$ cat config.mk
export PLATFORM = sky130hd
export DESIGN_NAME = ntt_addr_gen
export DESIGN_NICKNAME = d
export VERILOG_FILES = /design/src/rtl/ntt_addr_gen.sv
export SDC_FILE = /design/constraint.sdc
export NUM_CORES = 1
export LEC_CHECK = 0
export BUFFER_PORTS_ARGS = -buffer_cell sky130_fd_sc_hd__buf_2
export CAP_MARGIN = 15
export CORE_AREA = 2 2 84 86
export DETAILED_ROUTE_END_ITERATION = 8
export DIE_AREA = 0 0 86 88
export PLACE_DENSITY = 0.78
export SLEW_MARGIN = 10
export SYNTH_ARGS = -nofsm -noshare
export SYNTH_HDL_FRONTEND = slang
export SYNTH_SLANG_ARGS = --single-unit
export TNS_END_PERCENT = 30
$ cat constraint.sdc
create_clock -name clk -period 4.45 [get_ports clk]
set_input_delay 0.2225 -clock clk [delete_from_list [all_inputs] [get_ports clk]]
set_output_delay 0.2225 -clock clk [all_outputs]
set_load 0.1 [all_outputs]
$ cat src/rtl/ntt_addr_gen.sv
// Address/enable sequencer for the in-place 7-layer Kyber forward NTT over a 512x12 dual-port RAM.
// One butterfly every two cycles: reads on even phase, delayed write-back lands on odd phase.
module ntt_addr_gen #(
    parameter int BF_LAT = 2
) (
    input  logic       clk,
    input  logic       rst,
    input  logic       start,
    input  logic       poly_sel,
    output logic       busy,
    output logic       done,
    output logic [8:0] addr_a,
    output logic [8:0] addr_b,
    output logic       we_a,
    output logic       we_b,
    output logic       rd_issue,
    output logic       bf_in_valid,
    output logic [6:0] zeta_idx,
    output logic [2:0] layer
);

    localparam int DEPTH = 1 + BF_LAT;

    typedef enum logic [1:0] {
        S_IDLE  = 2'd0,
        S_RUN   = 2'd1,
        S_DRAIN = 2'd2,
        S_DONE  = 2'd3
    } state_t;

    state_t           r_state;
    state_t           w_next;

    logic [6:0]       r_bfly;
    logic             r_phase;
    logic [2:0]       r_layer;
    logic             r_poly;

    logic [DEPTH-1:0] r_vld_p;
    logic [7:0]       r_ja_p [DEPTH];
    logic [7:0]       r_jb_p [DEPTH];
    logic [6:0]       r_k_p0;

    logic [2:0]       w_sh7;
    logic [3:0]       w_sh8;
    logic [7:0]       w_len;
    logic [6:0]       w_mask;
    logic [6:0]       w_grp;
    logic [6:0]       w_pow;
    logic [7:0]       w_j;
    logic [7:0]       w_jl;
    logic [6:0]       w_k;
    logic             w_rd;
    logic             w_wr;
    logic             w_inflight;

    // Butterfly b of layer l: group g = b >> (7-l), j = (g << (8-l)) | (b mod len)
    always_comb begin
        w_sh7  = 3'd7 - r_layer;
        w_sh8  = 4'd8 - {1'b0, r_layer};
        w_len  = 8'd1 << w_sh7;
        w_mask = (7'd1 << w_sh7) - 7'd1;
        w_grp  = r_bfly >> w_sh7;
        w_pow  = 7'd1 << r_layer;
        w_j    = ({1'b0, w_grp} << w_sh8) | {1'b0, r_bfly & w_mask};
        w_jl   = w_j + w_len;
        w_k    = w_pow + w_grp;
        w_rd   = (r_state == S_RUN) && !r_phase;
        w_wr   = r_vld_p[DEPTH-1];
    end

    // Only stages ahead of the output matter: the output stage is being written this cycle.
    always_comb begin
        w_inflight = 1'b0;
        for (int i = 0; i < DEPTH - 1; i++) begin
            w_inflight = w_inflight | r_vld_p[i];
        end
    end

    always_ff @(posedge clk) begin
        if (rst) begin
            r_state <= S_IDLE;
        end else begin
            r_state <= w_next;
        end
    end

    always_comb begin
        w_next = r_state;
        case (r_state)
            S_IDLE:  if (start) w_next = S_RUN;
            S_RUN:   if (w_rd && (r_bfly == 7'd127)) w_next = S_DRAIN;
            S_DRAIN: if (!w_inflight) w_next = (r_layer == 3'd6) ? S_DONE : S_RUN;
            S_DONE:  w_next = S_IDLE;
            default: w_next = S_IDLE;
        endcase
    end

    always_comb begin
        rd_issue    = w_rd;
        we_a        = w_wr;
        we_b        = w_wr;
        busy        = (r_state != S_IDLE);
        done        = (r_state == S_DONE);
        bf_in_valid = r_vld_p[0];
        zeta_idx    = r_vld_p[0] ? r_k_p0 : 7'd0;
        layer       = r_layer;
        addr_a      = 9'd0;
        addr_b      = 9'd0;
        if (w_rd) begin
            addr_a = {r_poly, w_j};
            addr_b = {r_poly, w_jl};
        end else if (w_wr) begin
            addr_a = {r_poly, r_ja_p[DEPTH-1]};
            addr_b = {r_poly, r_jb_p[DEPTH-1]};
        end
    end

    always_ff @(posedge clk) begin
        if (rst) begin
            r_bfly  <= 7'd0;
            r_phase <= 1'b0;
            r_layer <= 3'd0;
            r_poly  <= 1'b0;
        end else begin
            case (r_state)
                S_IDLE: begin
                    if (start) begin
                        r_poly  <= poly_sel;
                        r_layer <= 3'd0;
                        r_bfly  <= 7'd0;
                        r_phase <= 1'b0;
                    end
                end
                S_RUN: begin
                    r_phase <= ~r_phase;
                    if (!r_phase) r_bfly <= r_bfly + 7'd1;
                end
                S_DRAIN: begin
                    if (!w_inflight && (r_layer != 3'd6)) begin
                        r_layer <= r_layer + 3'd1;
                        r_bfly  <= 7'd0;
                        r_phase <= 1'b0;
                    end
                end
                default: ;
            endcase
        end
    end

    // Write-back delay line: stage 0 is aligned with RAM read data, last stage with the write
    always_ff @(posedge clk) begin
        if (rst) begin
            r_vld_p <= '0;
        end else begin
            r_vld_p[0] <= w_rd;
            for (int i = 1; i < DEPTH; i++) begin
                r_vld_p[i] <= r_vld_p[i-1];
            end
        end
    end

    always_ff @(posedge clk) begin
        r_ja_p[0] <= w_j;
        r_jb_p[0] <= w_jl;
        for (int i = 1; i < DEPTH; i++) begin
            r_ja_p[i] <= r_ja_p[i-1];
            r_jb_p[i] <= r_jb_p[i-1];
        end
        if (w_rd) r_k_p0 <= w_k;
    end

endmodule

==> results.py <==
metrics = {
    "sta": {
        "fin_skew_ps": 12.0,
        "final_hold_viol_count": 0,
        "setup_viol": 0,
        "relSlewSlack_pct": 47.1,
        "worst_pin_slew_ps": 786,
        "min_period_ps": 4170,
        "setup_slack_ps": 281,
        "fmax_mhz": 240,
        "timing.hold.ws_ps": 127,
        "post-route-period-util_pct": 93.7,
        "final.setup.tns_ps": 0,
        "grt_setup_unrepaired": "false",
        "slew_viol_final": 0,
    },
    "place": {
        "dp_hpwl_um": 5510,
        "portBuffers": 37,
        "globalplace.congestion": 0.948,
        "dp.cells": 476,
        "preCtsSetupSlack_ps": 490,
    },
    "floorplanning": {
        "die_w_um": 86,
        "start_util_pct": 53.6,
        "rows": 30,
        "boundaryPins": 38,
        "die_h_um": 88,
        "die-area_um2": 7570,
        "core_area_um2": 6640,
    },
    "route": {
        "post-route-drc-count": 0,
        "ant_nets": 0,
        "wire_per_inst_um": 15.6,
        "vias": 2769,
        "drt_iter0_markers": 184,
        "routed_wl_um": 7730,
        "first_pass_iters": 4,
        "via_per_inst": 5.58,
    },
    "global_route": {
        "grt_pass1_vias": 2561,
        "overflow": 0,
        "grtUsageTotal_pct": 21.8,
        "grt_pass1_wl_um": 12700,
        "grt_max_degree": 22,
        "antenna_found_initial": 0,
    },
    "flow_run": {
        "drv_cap": 0,
    },
    "clock_network": {
        "cts-root-buf": "clkbuf_8",
        "cts_tree": "built",
        "numCtsBuffers": 9,
        "clkTransAtPathRegs_ps": 80,
        "cts.sinks": 72,
        "h-tree-depth": 3,
        "insertion_delay_ps": 350,
        "clockBufferDepth": 2,
    },
    "finish": {
        "final_cells": 496,
        "nets": 438,
        "synthToLayoutAreaGrowth_pct": 12.8,
        "mostFrequentLayoutCells": "dfxtp_1, nand2_1, buf_2",
        "drive_gt1_share_pct": 19.0,
        "n_antenna_cell": 0,
        "fill_cells": 580,
        "final_common_cell": "dfxtp_1",
    },
    "synthesis": {
        "synth-seq-area-share_pct": 42.4,
        "yosys_warnings": 0,
        "async_reset_ff_share_pct": 0,
        "synthCells": 379,
        "avgSynthCellArea_um2": 9.40,
        "synth_edf_count": 7,
        "ys_ff_latch": 72,
        "synth_ff_type": "dfxtp_1",
        "netlist_area_um2": 3560,
        "synth.distinct_cells": 65,
        "syn_nets": 406,
    },
    "worst_hold_path": {
        "hold_depth": 3,
        "hold_class": "in -> reg",
        "holdPathEnd": "r_poly",
        "worstHoldStart": "poly_sel",
    },
    "run_status": {
        "status": "finished clean",
    },
    "setup_path": {
        "required_ps": 4230,
        "rr_endpoint": "r_jb_p[0][6]",
        "cp_max_fo": 10,
        "setup.worst_path.start_class": "register",
        "r2r_slack_ps": 1140,
        "arrival_ps": 3950,
        "worstSetupPathType": "reg -> out",
        "ff2ff_path_depth": 13,
        "endpoint_kind": "output port",
        "worstReg2RegStart": "layer[1]",
    },
    "power_and_ir_drop": {
        "leakagePower_nw": 1.77,
        "p_total_w": 0.00133,
        "powerDensity_nw_per_um2": 330,
        "peakVddDrop_uv": 147,
    },
}
-- kinds of logic (layout without fill, tap and decap cells) --
| family | count (synthesis) | after routing | synth area share, % |
|---|---|---|---|
| AO/OA/AOI/OAI | 88 | 88 | 17.1 |
| XOR/XNOR | 19 | 19 | 4.88 |
| adder cells (fa/ha/maj) | 23 | 23 | 8.50 |
| buffers and inverters | 35 | 72 | 5.06 |
| flip-flops | 72 | 72 | 42.4 |
| multiplexers | 14 | 14 | 4.01 |
| AND/OR/NAND/NOR | 128 | 128 | 18.0 |
-- flip-flops by register name (all words and copies together), names as in the netlist --
register	cells
r_state	2
r_vld_p	3
r_bfly	7
layer	3
r_jb_p	24
r_ja_p	24
r_poly	1
r_phase	1
r_k_p0	7
-- what timing repair did --
action,CTS,global route
buffers inserted,0,4
setup endpoints to repair,0,4
hold buffers,0,0
gates resized for setup,0,3
-- synthesized netlist by cell type (4+ instances only) --
cell type / instances / area (µm²)
a31oi_1: 5 / 31.3
xnor2_1: 10 / 87.6
and3_1: 7 / 43.8
xor2_1: 8 / 70.1
nor3_1: 4 / 20.0
edfxtp_1: 7 / 210
buf_4: 5 / 37.5
inv_1: 9 / 33.8
nor2b_1: 6 / 37.5
and2_1: 12 / 75.1
o21ai_0: 15 / 75.1
clkbuf_1: 9 / 33.8
buf_2: 6 / 30.0
nand3b_1: 5 / 37.5
a21oi_1: 21 / 105
nand3_1: 15 / 75.1
nand2b_1: 4 / 25.0
nand2_1: 39 / 146
nor2_1: 26 / 97.6
dfxtp_1: 65 / 1300
o211ai_1: 4 / 30.0
mux2i_1: 12 / 120
ha_1: 21 / 263
a21o_1: 8 / 60.1
-- per-stage QoR --
step | instance area [µm²] | utilization, %
2_1_floorplan | 3560 | -
3_3_place_gp | 3770 | 56.8
3_5_place_dp | 3770 | 56.8
4_1_cts | 3980 | 59.9
5_1_grt | 4020 | 60.5
6_report | 4020 | 60.5
-- worst max path at each step --
stage	from	end	cells after the start
floorplan	layer[1]	addr_b[7]	15
global placement	layer[0]	addr_b[7]	14
detailed placement	layer[0]	addr_b[7]	14
CTS	layer[0]	addr_b[7]	14
global route	layer[1]	addr_b[7]	14
finish	layer[1]	addr_b[6]	15
-- final cells by class --
type | count | area (µm²) | share of cell area (%)
multi-input combinational | 272 | 1870 | 46.7
timing repair buffer | 46 | 283 | 7.04
sequential | 72 | 1520 | 37.8
clock buffer | 9 | 124 | 3.08
clock inverter | 7 | 78.8 | 1.96
inverter | 10 | 37.5 | 0.934
tap | 80 | 100 | 2.49
-- power by group --
group,switching [W],internal [W]
registers,0.00000915,0.000666
clock network,0.000260,0.000266
logic,0.000101,0.0000245
total,0.000370,0.000956
-- per-layer routing --
layer	wire length, µm	vias up	global-route usage [%]	part of all wire [%]
met4	139	0	7.94	1.8
met3	401	9	4.52	5.2
met2	3620	77	35.3	47
met1	3570	1289	28.8	46
li1	-	1394	-	-
met5	0	-	0	0
-- critical path, stage by stage (launching register included) --
cell,delay (ps)
dfxtp_4,420
inv_1,130
ha_1,230
ha_1,410
inv_1,120
o21ai_0,150
o32ai_1,190
ha_1,290
fa_1,420
a21o_1,170
a21oi_1,230
o21bai_1,90
a21oi_1,170
xnor2_1,170
a21o_1,190
buf_12,180
(Power assumes the default switching activity.)
